[src/rtl/sevenseg_mux_driver.sv]
// sevenseg_mux_driver: scanned multi-digit 7-segment driver with blanking, LZ suppression and frame-synchronous updates
//   clk, reset         rising-edge clock, synchronous active-high reset
//   value              packed hex nibbles, digit 0 in bits [3:0]
//   dp_in / digit_en   per-digit decimal point (1 = lit) and enable
//   load               capture value/dp_in/digit_en into pending regs
//   seg, dp, an        registered display pins, polarity set by parameters
//   digit_idx          slot currently scanned
//   frame_done         high during the last cycle of a frame (scan about to wrap to digit 0)
module sevenseg_mux_driver #(
    parameter int NUM_DIGITS     = 4,
    parameter int REFRESH_DIV    = 50000,
    parameter int BLANK_CYCLES   = 16,
    parameter int SEG_ACTIVE_LOW = 1,
    parameter int AN_ACTIVE_LOW  = 1,
    parameter int LZ_BLANK       = 1,
    localparam int IW = (NUM_DIGITS > 1) ? $clog2(NUM_DIGITS) : 1
) (
    input  logic                    clk,
    input  logic                    reset,
    input  logic [4*NUM_DIGITS-1:0] value,
    input  logic [NUM_DIGITS-1:0]   dp_in,
    input  logic [NUM_DIGITS-1:0]   digit_en,
    input  logic                    load,
    output logic [6:0]              seg,
    output logic                    dp,
    output logic [NUM_DIGITS-1:0]   an,
    output logic [IW-1:0]           digit_idx,
    output logic                    frame_done
);
    localparam int CW = $clog2(REFRESH_DIV);
    localparam logic [6:0] SEG_OFF = (SEG_ACTIVE_LOW != 0) ? 7'h7f : 7'h00;
    localparam logic DP_OFF = (SEG_ACTIVE_LOW != 0);
    localparam logic [NUM_DIGITS-1:0] AN_OFF = (AN_ACTIVE_LOW != 0) ? '1 : '0;

    logic [CW-1:0]           cnt;
    logic [4*NUM_DIGITS-1:0] pend_val, disp_val;
    logic [NUM_DIGITS-1:0]   pend_dp, disp_dp, pend_en, disp_en;
    logic                    slot_end, wrap, z, blank;
    logic [NUM_DIGITS-1:0]   lz, sel;
    logic [3:0]              nib;
    logic [6:0]              pat;

    // Active-low segment pattern {g,f,e,d,c,b,a}
    function automatic logic [6:0] hex7(input logic [3:0] h);
        case (h)
            4'h0: hex7 = 7'b1000000;
            4'h1: hex7 = 7'b1111001;
            4'h2: hex7 = 7'b0100100;
            4'h3: hex7 = 7'b0110000;
            4'h4: hex7 = 7'b0011001;
            4'h5: hex7 = 7'b0010010;
            4'h6: hex7 = 7'b0000010;
            4'h7: hex7 = 7'b1111000;
            4'h8: hex7 = 7'b0000000;
            4'h9: hex7 = 7'b0010000;
            4'ha: hex7 = 7'b0001000;
            4'hb: hex7 = 7'b0000011;
            4'hc: hex7 = 7'b1000110;
            4'hd: hex7 = 7'b0100001;
            4'he: hex7 = 7'b0000110;
            default: hex7 = 7'b0001110;
        endcase
    endfunction

    always_comb begin
        slot_end   = cnt == CW'(REFRESH_DIV - 1);
        wrap       = slot_end && digit_idx == IW'(NUM_DIGITS - 1);
        frame_done = wrap;
        nib        = disp_val[{digit_idx, 2'b00} +: 4];
        pat        = hex7(nib);
        // lz[k]: nibbles k..top are all zero
        z = 1'b1;
        for (int i = NUM_DIGITS - 1; i >= 0; i--) begin
            z     = z && disp_val[4*i +: 4] == 4'h0;
            lz[i] = z;
        end
        blank = !disp_en[digit_idx] || (LZ_BLANK != 0 && digit_idx != '0 && lz[digit_idx]);
        sel = '0;
        sel[digit_idx] = 1'b1;
    end

    always_ff @(posedge clk) begin
        if (reset) begin
            cnt       <= '0;
            digit_idx <= '0;
            pend_val  <= '0;
            pend_dp   <= '0;
            pend_en   <= '0;
            disp_val  <= '0;
            disp_dp   <= '0;
            disp_en   <= '0;
            seg       <= SEG_OFF;
            dp        <= DP_OFF;
            an        <= AN_OFF;
        end else begin
            cnt <= slot_end ? '0 : cnt + 1'b1;
            if (slot_end)
                digit_idx <= wrap ? '0 : digit_idx + 1'b1;
            if (load) begin
                pend_val <= value;
                pend_dp  <= dp_in;
                pend_en  <= digit_en;
            end
            // Display data only changes at the frame wrap; a coincident load bypasses pending
            if (wrap) begin
                disp_val <= load ? value : pend_val;
                disp_dp  <= load ? dp_in : pend_dp;
                disp_en  <= load ? digit_en : pend_en;
            end
            // seg/dp already show the new digit during the anode blanking window
            seg <= blank ? SEG_OFF : pat ^ ~SEG_OFF;
            dp  <= blank ? DP_OFF : disp_dp[digit_idx] ^ DP_OFF;
            an  <= (blank || cnt < CW'(BLANK_CYCLES)) ? AN_OFF : sel ^ AN_OFF;
        end
    end
endmodule

[config.mk]
export PLATFORM = sky130hd
export DESIGN_NAME = sevenseg_mux_driver
export DESIGN_NICKNAME = d
export VERILOG_FILES = /design/src/rtl/sevenseg_mux_driver.sv
export SDC_FILE = /design/constraint.sdc
export NUM_CORES = 1
export LEC_CHECK = 0
export BUFFER_PORTS_ARGS = -buffer_cell sky130_fd_sc_hd__buf_2
export CAP_MARGIN = 20
export CORE_ASPECT_RATIO = 1.4
export CORE_MARGIN = 2
export CORE_UTILIZATION = 57
export DETAILED_ROUTE_END_ITERATION = 10
export HOLD_SLACK_MARGIN = 0.1
export PLACE_DENSITY = 0.89
export SYNTH_ARGS = -nofsm -noshare
export SYNTH_HDL_FRONTEND = slang
export SYNTH_SLANG_ARGS = --single-unit
[constraint.sdc]
create_clock -name clk -period 3 [get_ports clk]
set_clock_uncertainty 0.15 [all_clocks]
set_input_delay 0.3 -clock clk [delete_from_list [all_inputs] [get_ports clk]]
set_output_delay 0.3 -clock clk [all_outputs]
set_load 0.005 [all_outputs]
---- After elaboration in Yosys (flattened, before gate mapping) ----
Memory sizes are Yosys's and may differ from the RTL's. A register that Yosys moved wholly into a read port is not among the register bits.
Index checks and enable logic that the tools add are counted.
storage, ports and cells
  bits in registers ....................... 71
  bits in latches ......................... 0
  memory bits (writable) .................. 0
  bits in read-only memories .............. 112
  input bits .............................. 27
  word-level logic and storage cells ...... 50
  memories ................................ 1
memory list
  name              words  bits a word  rd ports  clocked after Yosys merged registers in  write ports  RTL line  source
  (name not given)  16     7            1         1                                        0            45        case (h)
cells by class
  $add $sub $neg .......................... 2
  multiply operators ...................... 0
  div/mod/pow operators ................... 0
  order comparisons ....................... 3
  equality and inequality tests ........... 2
  shift operators ......................... 1
  mux-type cells .......................... 12
  bitwise logic cells ..................... 2
  reductions and logical operators ........ 17
operator list
  kind                                                          number
  adder 16 x 1 -> 16 bit (second input constant)                1
  equality test 16 bit (second input constant)                  1
  zero test 4 bit                                               4
  less-than comparator 16 x 5 -> 1 bit (second input constant)  1
  two-way mux 16 bit                                            1
  indexed part select 16 x 5 -> 4 bit                           1
  two-way mux 4 bit                                             2
  binary-select mux 1 bit (select 2 bit)                        3
  logical AND 1 bit                                             6
  OR reduction 2 bit                                            3
  two-way mux 1 bit                                             4
  inverter 4 bit                                                1
  less-than comparator 2 x 3 -> 1 bit (second input constant)   1
  adder 2 x 1 -> 2 bit (second input constant)                  1
  demux 1 bit (select 2 bit)                                    1
  equality test 2 bit (second input constant)                   1
  >= comparator 2 x 1 -> 1 bit (second input constant)          1
  logical OR 1 bit                                              2
  two-way mux 2 bit                                             1
  nonzero test 2 bit                                            1
  zero test 1 bit                                               1
  inverter 1 bit                                                1

---- Logic depth before layout (Yosys ltp) ----
Gate-level depths: netlist of run 1.
  depth after elaboration ................. 10
  depth in mapped cells ................... 9
  mapped depth without buffers ............ 7

---- Least setup slack after synthesis of run 1 ----
OpenSTA, ideal clock, no wires.
  kind .................................... register to register
  from .................................... register digit_idx[1]
  to ...................................... register seg[0]
  library setup time ...................... 0.137 ns
  data arrival time ....................... 1.852 ns
  setup slack ............................. 0.861 ns
  cell stages (with the launch flop) ...... 8
  buffers on the path ..................... 1
  cell sequence ........................... dfxtp_1 > clkbuf_1 > mux4_2 > inv_1 > ha_1 > mux2_2 > a22oi_1 > nand3_1
on the way
  word-level cells in the longest chain between the ends .. 5
  elaborated cells on any way between the ends .. 10
RTL lines
  item                                                  RTL line  source
  from (decl)                                           27        output logic [IW-1:0] digit_idx,
  from (signal assigned)                                98        digit_idx <= wrap ? '0 : digit_idx + 1'b1;
  binary-select mux 1 bit (select 2 bit)                77        blank = !disp_en[digit_idx] || (LZ_BLANK != 0 && digit_idx != '0 && lz[digit_idx]);
  two-way mux 1 bit (implied by the code)               77
  zero test 1 bit or logical AND 1 bit (tied branches)  77
  logical OR 1 bit                                      77
  OR reduction 2 bit (no source line)                   --
  to (decl)                                             24        output logic [6:0] seg,
Several ways; a longest one is shown, not always the timed one. The select of a mux whose other input is x is not followed.
A chain may end at the register's enable or synchronous reset.

---- Final worst setup path of run 1 ----
  from .................................... register cnt[11]
  to ...................................... output port frame_done
on the way
  word-level cells in the longest chain between the ends .. 2
RTL lines
  item                    RTL line  source
  from (decl)             35        logic [CW-1:0] cnt;
  from (signal assigned)  96        cnt <= slot_end ? '0 : cnt + 1'b1;
  equality test 16 bit    66        slot_end = cnt == CW'(REFRESH_DIV - 1);
  logical AND 1 bit       67        wrap = slot_end && digit_idx == IW'(NUM_DIGITS - 1);
  to (decl)               28        output logic frame_done
Every way passes these cells.

==> run summary, run 1 <==
Placer Congestion: 0.915
RSZ-0062 raised after global routing: false
Fraction of registers with async set or reset after synthesis: 0%
Clk_lat worst skew: 0.35 ns
Final wirelength: 6900 µm
Number of enable flip-flop cells after synthesis: 0
First-pass GRT wire length: 11400 µm
Met1 WL: 2640 µm
CTS resizes: 0
Post-synth net total: 378
Antenna diode count: 0
Headroom to the max-slew limit: 50.6%
WL met2: 3770 µm
Footprint of the multi-input gates: 1740 µm²
Antenna-violating nets left: 0
Postcts setup bufs: 0
DRC: 0
CP max FO: 5
Width of the die: 69.6 µm
Synthesized flop and latch total: 78
Final Core Density: 69.2%
Sequential cell area: 1560 µm²
Uppermost layer routed: met4
Setup CP Type: register to output pin
Mapped Avg Cell Area: 10.1 µm²
Placed insts: 440
Starting density of the core: 58.9%
Crit path DAT: 1.96 ns
Setup TNS: 0 ns
Number of warnings issued by yosys: 0
Top_reg_cell synth: dfxtp_1
Worst-path clk slew: 0.07 ns
Die H: 95.8 µm
Vias in the first global route: 2549
Vias/cell: 5.53
Hold buffers post-CTS: 13
CP required: 2.55 ns
VDD IR max: 0.000340 V
Die ar.: 6660 µm²
Core Region: 5820 µm²
LEAKAGE: 1.67 nW
Share of layout cells above drive strength 1: 24.3%
Vias: 2594
Clock buffer depth: 2
Final cycle utilization of the critical path: 80.3%
Fin cells: 469
Distinct cells, synth: 37
Final setup violation count: 0
Max-slew violations: 0
PwrDens: 517 nW/µm²
Seq/Total Area, Yosys: 45.5%
Crit start category: register
Final hold slack: 0.101 ns
# rows: 33
CTS tree: yes
Filler cell count: 405
Final min period: 2.41 ns
HPWL Detailed: 4810 µm
CTS H-tree depth: 3
Worst reg2reg path startpoint: digit_idx[1]
Fin worst setup slack: 0.591 ns
Post-Place Worst Slack: 0.754 ns
Slew at the pin closest to its max-slew limit: 0.741 ns
Status: finished clean
Met3 wire len: 299 µm
All-Layer GR Usage: 22.2%
F_max: 415 MHz
Ports: 42
Mapped cell area: 3430 µm²
Area grow syn2layout: 17.4%
Final net count: 432
Max Cap Viol: 0
Commonest cells after routing, fill and taps aside: dfxtp_1, nor2_1, buf_2, mux2_2
Hold Crit Start: value[0]
Largest net degree at the start of global routing: 25
Initial antenna violation count: 0
First-pass DRT Iterations: 4
Clock Sinks: 78
Most common cell after layout, fill and taps aside: dfxtp_1
Grt total ovfl: 0
Worst hold path class: primary input to register
Cells after Synth: 340
TritonCTS buffer count: 9
Initial DRC count: 132
CTS root buffer: clkbuf_8
Crit path launch: cnt[11]
Endpoint class of the critical path: output pin
# port buffers: 41
Routed wire per std cell: 14.7 µm
Final hold vios: 0
cell type report:
| cell class | count | area share (%) |
|---|---|---|
| clock buffers | 9 | 3.08 |
| clock inverters | 7 | 2.80 |
| well taps | 70 | 2.17 |
| inverters | 9 | 0.839 |
| multi-input cells | 237 | 43.1 |
| flip-flops and latches | 78 | 38.8 |
| repair buffers | 59 | 9.26 |
per-layer routing:
layer / vias up / track usage, %
met3: 19 / 6.81
met1: 1243 / 21.2
met2: 59 / 42.7
li1: 1273 / -
met5: - / 0
met4: 0 / 11.1
sequential cells by signal (all words and copies together) (netlist names):
signal	flops
pend_val	16
disp_dp	4
digit_idx	2
disp_val	16
pend_dp	4
an	4
cnt	16
pend_en	4
dp	1
disp_en	4
seg	7
worst max-delay path: stages, from the launching register on:
cell and delay (ns):
dfxtp_1 0.37, nor4_2 0.35, nand2_1 0.14, nor4_1 0.41
and3_1 0.22, buf_2 0.12
logic make-up (layout without fill, tap and decap cells):
| family | after synthesis | in the layout | share of synthesized area, % |
|---|---|---|---|
| multiplexers | 57 | 57 | 19.8 |
| XOR/XNOR | 14 | 14 | 3.58 |
| buffers and inverters | 25 | 84 | 3.87 |
| AO/OA/AOI/OAI | 18 | 18 | 3.36 |
| adder cells (fa/ha/maj) | 11 | 11 | 4.01 |
| flip-flops | 78 | 78 | 45.5 |
| AND/OR/NAND/NOR | 137 | 137 | 19.8 |
synthesized netlist by cell type, types with 6 or more instances:
master	instances	area (µm²)
clkbuf_1	7	26.3
dfxtp_1	78	1560
ha_1	11	138
inv_1	9	33.8
mux2_2	27	304
mux2i_1	24	240
mux4_2	6	135
nand2_1	22	82.6
nand3_1	13	65.1
nor2_1	48	180
nor2b_1	24	150
nor4_1	6	37.5
xnor2_1	6	52.6
xor2_1	8	70.1
final timing paths:
check / end / slack, ns / cells past startpoint
worst max-delay path: frame_done / 0.59 / 5
worst max register to register: seg[0] / 0.71 / 6
worst min-delay path: pend_val[0] / 0.10 / 3
worst min register to register: cnt[0] / 0.31 / 1
per-stage QoR:
stage	total power [mW]	area, µm²
final	2.08	4030
after global routing	2.15	4030
after CTS	2.10	4030
after detailed placement	1.17	3660
after global placement	1.17	3660
after floorplan	1.14	3430
where the power goes:
| group | leakage (nW) | internal, mW | switching [mW] | total, mW |
|---|---|---|---|---|
| registers | 0.634 | 1.06 | 0.00821 | 1.07 |
| clock network | 0.119 | 0.548 | 0.372 | 0.919 |
| logic | 0.919 | 0.0477 | 0.0484 | 0.0961 |
Note: power is estimated with default switching activity, not from simulation.
==> inputs of run 2 (changes only) <==
CORE_UTILIZATION = 52   (was 57)
PLACE_DENSITY = 0.86   (was 0.89)
clock period = 2.2 ns   (was 3 ns; I/O delays follow)
==> run summary, run 2 (synthesis results as in run 1) <==
Peak per-stage delay on the critical path: 0.54 ns (was 0.41 ns)
DRC: 0 (unchanged)
Endpoint class of the critical path: register (was output pin)
Setup CP Type: register to register (was register to output pin)
Status: finished clean (unchanged)
Fin cells: 501 (was 469)
Die ar.: 7270 µm² (was 6660 µm²)
HPWL Detailed: 4620 µm (was 4810 µm)
Starting density of the core: 52.9% (was 58.9%)
Placed insts: 449 (was 440)
Share of layout cells above drive strength 1: 28.3% (was 24.3%)
Crit path launch: cnt[11] (unchanged)
Worst reg2reg path startpoint: cnt[11] (was digit_idx[1])
Die H: 100 µm (was 95.8 µm)
# port buffers: 41 (unchanged)
Slew at the pin closest to its max-slew limit: 0.469 ns (was 0.741 ns)
Hold Crit Start: cnt[0] (was value[0])
Antenna diode count: 0 (unchanged)
Area grow syn2layout: 25.3% (was 17.4%)
LEAKAGE: 1.80 nW (was 1.67 nW)
Final setup violation count: 0 (unchanged)
Max Cap Viol: 0 (unchanged)
Biggest regs: cnt: 16 flops, disp_val: 16 flops, pend_val: 16 flops (unchanged)
Placer Congestion: 0.836 (was 0.915)
Antenna-violating nets left: 0 (unchanged)
Vias/cell: 5.38 (was 5.53)
Initial antenna violation count: 0 (unchanged)
Final net count: 460 (was 432)
Initial DRC count: 72 (was 132)
Worst hold path class: register to register (was primary input to register)
# rows: 35 (was 33)
Worst-path clk slew: 0.08 ns (was 0.07 ns)
Max-slew violations: 0 (unchanged)
Clock Sinks: 78 (unchanged)
Headroom to the max-slew limit: 68.5% (was 50.6%)
Worst path cell trace: nor4_4 > nand2_2 > buf_4 > or4_4 > or3_1 > a21oi_1 (was nor4_2 > nand2_1 > nor4_1 > and3_1 > buf_2)
Crit start category: register (unchanged)
First-pass DRT Iterations: 4 (unchanged)
CP required: 2.33 ns (was 2.55 ns)
CP max FO: 5 (unchanged)
Fin worst setup slack: 0.0351 ns (was 0.591 ns)
Crit path DAT: 2.30 ns (was 1.96 ns)
Final wirelength: 7240 µm (was 6900 µm)
First-pass GRT wire length: 11700 µm (was 11400 µm)
Clk_lat worst skew: 0.35 ns (about the same)
VDD IR max: 0.000385 V (was 0.000340 V)
CTS root buffer: clkbuf_8 (unchanged)
Core Region: 6480 µm² (was 5820 µm²)
Routed wire per std cell: 14.4 µm (was 14.7 µm)
Vias in the first global route: 2702 (was 2549)
CTS H-tree depth: 3 (unchanged)
Placed cell area: 3730 µm² (was 3660 µm²)
PwrDens: 623 nW/µm² (was 517 nW/µm²)
Grt total ovfl: 0 (unchanged)
Post-Place Worst Slack: 0.0846 ns (was 0.754 ns)
Clock buffer depth: 2 (unchanged)
Slowest cell on crit path: or4_4 (was nor4_1)
RSZ-0062 raised after global routing: true (was false)
Most common cell after layout, fill and taps aside: dfxtp_1 (unchanged)
Width of the die: 72.6 µm (was 69.6 µm)
Vias: 2693 (was 2594)
Commonest cells after routing, fill and taps aside: dfxtp_1, nor2_1, buf_2, mux2_2, dlygate4sd3_1 (was dfxtp_1, nor2_1, buf_2, mux2_2)
TritonCTS buffer count: 9 (unchanged)
Final min period: 2.16 ns
Final cycle utilization of the critical path: 98.4%
CTS tree: yes (unchanged)
Design area: 4300 µm² (was 4030 µm²)
All-Layer GR Usage: 20.7% (was 22.2%)
Final hold vios: 0 (unchanged)
F_max: 462 MHz
Largest net degree at the start of global routing: 37 (was 25)
Final hold slack: 0.330 ns (was 0.101 ns)
Ports: 42 (unchanged)
-- run 2: cell count changes in the layout (fill, tap and decap cells not counted), moves of 2 or more --
cell,delta
clkbuf_8,+2
dfxtp_2,+4
bufinv_16,-2
dlygate4sd3_1,+12
dfxtp_1,-4
buf_4,+14
buf_12,+2
-- run 2: repair_timing --
item                                   in CTS  in global routing
pin swaps                                   1                  2
hold buffers                               25                  0
buffers inserted                            8                  3
gates resized for setup                     1                  9
endpoints found under the hold margin      25                  0
setup endpoints to repair                   1                 42
-- run 2: critical path: cells and delay by family (launching register included) --
kind	cells	cell delay (ns)
AO/OA/AOI/OAI	1	0.13
buffers and inverters	1	0.15
flip-flops	1	0.36
AND/OR/NAND/NOR	4	1.29
-- run 2: report_power, final --
part	total (mW)	internal, mW	switching, mW
Clock	1.07	0.581	0.491
Sequential	1.45	1.44	0.0125
Combinational	0.152	0.0828	0.0691
-- run 2: cell type report --
class | count | area, µm²
Timing Repair Buffer | 87 | 638
Fill cell | 487 | 2180
Multi-Input combinational cell | 237 | 1770
Clock inverter | 4 | 45.0
Inverter | 9 | 33.8
Clock buffer | 12 | 155
Tap cell | 74 | 92.6
Sequential cell | 78 | 1570
-- run 2: metal layers --
| metal | part of all wire, % | wire length, µm | vias up | track usage [%] |
|---|---|---|---|---|
| met4 | 3.5 | 255 | 0 | 11.8 |
| met3 | 3.1 | 222 | 26 | 6.22 |
| met5 | 0 | 0 | - | 0 |
| met2 | 52 | 3760 | 49 | 35.5 |
| met1 | 41 | 3000 | 1280 | 22.2 |
| li1 | - | - | 1338 | - |
-- run 2: through the flow --
stage / total power, mW / TNS (ns) / util (%)
finish: 2.68 / 0 / 66.3
global route: 2.78 / -0.892 / 66.3
CTS: 2.69 / 0 / 65.5
detailed placement: 1.60 / 0 / 57.5
global placement: 1.59 / 0 / 57.5
floorplan: 1.56 / 0 / -
-- run 2: path summary, 6_finish.rpt --
| kind | depth (start not counted) | slack (ns) | to |
|---|---|---|---|
| worst min register to register | 1 | 0.33 | cnt[0] |
| worst max register to register | 6 | 0.04 | digit_idx[0] |
| worst max-delay path | 6 | 0.04 | digit_idx[0] |
| worst min-delay path | 1 | 0.33 | cnt[0] |
